`src/rtl/mult_share_arbiter.sv`:
```
// mult_share_arbiter
//
// Shares one sequential multiplier core between N_req requesters using
// round-robin arbitration. The winner's operands are latched and handed to
// the core with a one-cycle start pulse. When the core reports ready, the
// product is captured and returned to the winner with a one-cycle done pulse
// and the winner's index.
//
// Optional feature macro: ZERO_BYPASS_EN
//   When defined, an operation whose multiplicand or multiplier is zero skips
//   the core entirely and is delivered with result 0 straight from IDLE.
//
// Ports:
//   clk          system clock, rising edge
//   reset        asynchronous, active-high reset
//   req          per-requester request level (sampled only in IDLE)
//   A_in, x_in   packed operands, requester i uses [i*L_word +: L_word]
//   grant        one-hot owner, held from arbitration until delivery
//   done         one-hot, one-cycle completion pulse
//   result       captured product, held until the next delivery
//   result_id    index of the requester owning result
//   busy         high whenever the FSM is not in IDLE
//   mult_A/x     latched operands driven to the core
//   mult_Start   start pulse to the core
//   mult_Ready   core idle/ready
//   mult_product core product
module mult_share_arbiter #(
  parameter int L_word = 4,
  parameter int N_req  = 2,
  parameter int L_id   = 1
) (
  input  logic                    clk,
  input  logic                    reset,
  input  logic [N_req-1:0]        req,
  input  logic [N_req*L_word-1:0] A_in,
  input  logic [N_req*L_word-1:0] x_in,
  output logic [N_req-1:0]        grant,
  output logic [N_req-1:0]        done,
  output logic [2*L_word-1:0]     result,
  output logic [L_id-1:0]         result_id,
  output logic                    busy,
  output logic [L_word-1:0]       mult_A,
  output logic [L_word-1:0]       mult_x,
  output logic                    mult_Start,
  input  logic                    mult_Ready,
  input  logic [2*L_word-1:0]     mult_product
);

  typedef enum logic [1:0] {
    IDLE,
    LAUNCH,
    WAIT,
    DELIVER
  } state_t;

  state_t            state;
  logic [L_id-1:0]   last;

  logic              any_req;
  logic [L_id-1:0]   winner;
  logic [N_req-1:0]  win_onehot;
  logic [L_word-1:0] win_A;
  logic [L_word-1:0] win_x;

  // Round-robin pick: first search requesters above the last winner, then
  // wrap around to those at or below it, so the last winner ranks lowest.
  always_comb begin
    any_req = 1'b0;
    winner  = '0;
    for (int j = 0; j < N_req; j++) begin
      if (!any_req && req[j] && (j > int'(last))) begin
        any_req = 1'b1;
        winner  = L_id'(j);
      end
    end
    for (int j = 0; j < N_req; j++) begin
      if (!any_req && req[j] && (j <= int'(last))) begin
        any_req = 1'b1;
        winner  = L_id'(j);
      end
    end
    win_onehot = {{(N_req-1){1'b0}}, 1'b1} << winner;
    win_A      = A_in[int'(winner)*L_word +: L_word];
    win_x      = x_in[int'(winner)*L_word +: L_word];
  end

  always_ff @(posedge clk or posedge reset) begin
    if (reset) begin
      state      <= IDLE;
      last       <= L_id'(N_req - 1);
      grant      <= '0;
      done       <= '0;
      result     <= '0;
      result_id  <= '0;
      busy       <= 1'b0;
      mult_A     <= '0;
      mult_x     <= '0;
      mult_Start <= 1'b0;
    end else begin
      done       <= '0;
      mult_Start <= 1'b0;
      case (state)
        IDLE: begin
          if (any_req) begin
            grant     <= win_onehot;
            last      <= winner;
            result_id <= winner;
            mult_A    <= win_A;
            mult_x    <= win_x;
            busy      <= 1'b1;
`ifdef ZERO_BYPASS_EN
            // A zero operand makes the product trivially zero, so the core
            // is never started and the result is delivered next cycle.
            if ((win_A == '0) || (win_x == '0)) begin
              result <= '0;
              done   <= win_onehot;
              state  <= DELIVER;
            end else begin
              mult_Start <= 1'b1;
              state      <= LAUNCH;
            end
`else
            mult_Start <= 1'b1;
            state      <= LAUNCH;
`endif
          end
        end
        LAUNCH: begin
          state <= WAIT;
        end
        WAIT: begin
          // grant is already the one-hot of result_id, so it doubles as the
          // done pattern.
          if (mult_Ready) begin
            result <= mult_product;
            done   <= grant;
            state  <= DELIVER;
          end
        end
        DELIVER: begin
          grant <= '0;
          busy  <= 1'b0;
          state <= IDLE;
        end
        default: begin
          state <= IDLE;
        end
      endcase
    end
  end

endmodule

```
`config.mk`:
```
export PLATFORM = sky130hd
export DESIGN_NAME = mult_share_arbiter
export DESIGN_NICKNAME = d
export VERILOG_FILES = /design/src/rtl/mult_share_arbiter.sv
export SDC_FILE = /design/constraint.sdc
export NUM_CORES = 1
export LEC_CHECK = 0
export ABC_CLOCK_PERIOD_IN_PS = 3750
export BUFFER_PORTS_ARGS = -buffer_cell sky130_fd_sc_hd__buf_2
export CAP_MARGIN = 20
export CORE_MARGIN = 4
export CORE_UTILIZATION = 30
export CTS_CLUSTER_DIAMETER = 200
export CTS_CLUSTER_SIZE = 28
export DETAILED_ROUTE_END_ITERATION = 6
export GPL_TIMING_DRIVEN = 0
export PLACE_DENSITY = 0.58
export SLEW_MARGIN = 0
export SYNTH_ARGS = -nofsm -noshare
export SYNTH_HDL_FRONTEND = slang
export SYNTH_SLANG_ARGS = --single-unit
```
`constraint.sdc`:
```
create_clock -name clk -period 3.75 [get_ports clk]
set_input_delay 0.75 -clock clk [delete_from_list [all_inputs] [get_ports clk]]
set_output_delay 0.75 -clock clk [all_outputs]
set_load 0.01 [all_outputs]
```
==> run metrics <==
required time of the worst setup path approximately 3.9 ns; CTS tree done; post-cts resize count 0; Leak ~0.00080 uW; critical path peak fanout 7; I/O pin cnt 52; Final Net Count a little under 200; crit share post-route around 44%; Final Hold Vio Count 0; Gate Count Post-Synth around 110; Vias per Instance 4.478; delay-heaviest family, CP flip-flops; share of layout cells above drive strength 1 about 46%; wire length on met3 between 200 and 250 um; Synth cell types 25; CTS sink cnt 26; Routed Wire Length about 2.6 mm; most common cell after layout, fill and taps aside buf_2; WS Path Type reg2reg; multi-input logic area approximately 460 sq um; sequential area share after synthesis approximately 56%; final setup fails 0; Critical Path Start state[0]$_DFFE_PP0P_; Die H between 70 and 80 um; Yosys top cell by area dfrtp_1; Initial Utilization 31.52%; achievable frequency 0.6066 GHz; share of the synthesized area in the top cell type a little over half; Cell Area, Synth around 1200 sq um; DRT met1 WL approximately 1.1 mm; first-pass GRT wire length 4.229 mm; Power Dens Cells around 760 nW/um^2; endpoint type of the worst setup path flip-flop; status completed; reg2reg start state[0]$_DFFE_PP0P_; setup TNS 0 ns; Post-CTS Repair Setup Buffers 0; max-slew violations 0; data arrival time of the critical path roughly 1.8 ns; Worst Setup Start Kind flip-flop; Hold Path Class in2async; Hold Buf Count CTS 0; yosys warns 0; Seq. cell area 651.9 sq um; Tmin final about 1.6 ns; Row Count 22; Root Buffer clkbuf_8; worst path bufs/invs 1; Seq cells post-synth 26; wire per inst 12.43 um; initial drt markers 28; antenna-violating nets left 0; Pre-Repair DR Iteration Count 4; routed wire length on met2 roughly 1.3 mm; core area 3716 sq um; worst vdd ir approximately 0.24 mV; gr ovfl total 0; most area-consuming cells after synthesis dfrtp_1 (53%), mux2_2 (7.7%), nand2_1 (6.7%); die area just under 5000 sq um; clk buf depth 2; crit path cell chain inv_1, ha_1, nor3b_4, a21oi_2, mux2_4; Worst-Margin Slew around 0.33 ns; # DRC 0; Top Metal Used met3; Clock Latency Late Sink roughly 0.26 ns; number of filler instances in the final layout about 380; syn nets between 100 and 150; Num CTS Buffers 3; R2R Setup Slk 2.10 ns; vias in the first global route about 930; max-cap viol count 0; Synth Area per Inst between 10 and 15 sq um; clk_skew between 0.001 and 0.0015 ns; slowest CP cell dfrtp_1; dpl cells 204; initial antenna violation count 0; fin cells between 200 and 250; die width between 70 and 80 um; most frequent cells in the layout buf_2 (51), dfrtp_1 (25), nand2_1 (21); total power roughly 1200 uW; H-tree Lvls 1; max_slew headroom between 70 and 80%; Area Overhead vs Synth 33.55%; RSZ-0062 raised after global routing no; # port buffers 50; Reg clk slew, reported paths around 0.08 ns; max incr delay on CP 0.41 ns; DP HPWL between 2 and 2.5 mm; largest net degree at the start of global routing 27; Via Count roughly 940; # diodes 0; GPL Wtd Cong ~0.72; Total GRT Usage between 10% and 20%
==> sequential cells by signal (all words and copies together), names as in the netlist <==
name	flops
grant	2
mult_A	4
mult_Start	1
result_id	1
state	2
busy	1
last	1
result	8
mult_x	4
done	2
==> metrics by stage <==
step / cell area (sq um) / hold slack, ns / util [%] / worst slack (ns)
2_1_floorplan: 1171 / 0.4972 / - / 2.180
6_report: 1564 / 0.3555 / 42.09 / 2.101
4_1_cts: 1536 / 0.5155 / 41.35 / 2.095
5_1_grt: 1564 / 0.3544 / 42.09 / 2.006
3_5_place_dp: 1481 / 0.4949 / 39.87 / 2.053
3_3_place_gp: 1481 / 0.4808 / 39.87 / 2.055
==> layer usage <==
layer	GRT usage, %	up-vias
met5	0	-
met3	2.590	0
li1	-	466
met2	17.57	35
met4	3.830	0
met1	13.23	435
==> synth_stat cells <==
| master | count |
|---|---|
| ha_1 | 4 |
| a21boi_4 | 1 |
| a21bo_2 | 1 |
| a21oi_1 | 1 |
| o31ai_1 | 1 |
| dfstp_2 | 1 |
| o211ai_1 | 1 |
| mux2_2 | 8 |
| o32a_2 | 1 |
| and3_1 | 2 |
| nor2b_1 | 1 |
| o21ai_0 | 3 |
| buf_4 | 2 |
| nor3b_4 | 1 |
| nand2_1 | 21 |
| dfrtp_1 | 25 |
| a21oi_2 | 1 |
| inv_1 | 7 |
| a31oi_1 | 9 |
| nor2_1 | 10 |
| o21ai_1 | 1 |
| buf_2 | 1 |
| mux2_4 | 1 |
| o21a_1 | 1 |
| buf_6 | 1 |
==> path summary, 6_finish.rpt <==
kind	end	depth (start not counted)
setup / recovery	state[1]$_DFFE_PP0P_	5
hold / removal	result[5]$_DFFE_PP0P_	2
setup reg to reg	state[1]$_DFFE_PP0P_	5
hold reg to reg	result[0]$_DFFE_PP0P_	1
max in group asynchronous	last$_DFFE_PP1P_	3
min in group clk	result[0]$_DFFE_PP0P_	1
==> cell type report <==
cell class / count / share of cell area [%]
repair buffers: 51 / 17.76
well taps: 48 / 3.840
clock buffers: 4 / 3.520
multi-input cells: 69 / 29.52
inverters: 7 / 1.680
plain buffers: 4 / 2.000
flip-flops and latches: 26 / 41.68
==> report_power, final <==
part | internal [uW] | switching, uW
Clock | 93.5 | 80.2
Combinational | 257 | 270
Sequential | 415 | 74.4
==> logic make-up (layout without fill, tap and decap cells) <==
kind of cell    Yosys count  in the layout  synth area share (%)
simple gates             35             35                 13.14
buf+inv                  11             66                 4.914
fa+ha+maj                 4              4                 4.274
mux                       9              9                 8.974
compound gates           21             21                 13.03
flops                    26             26                 55.66
Power figures use the tool's default switching activity.
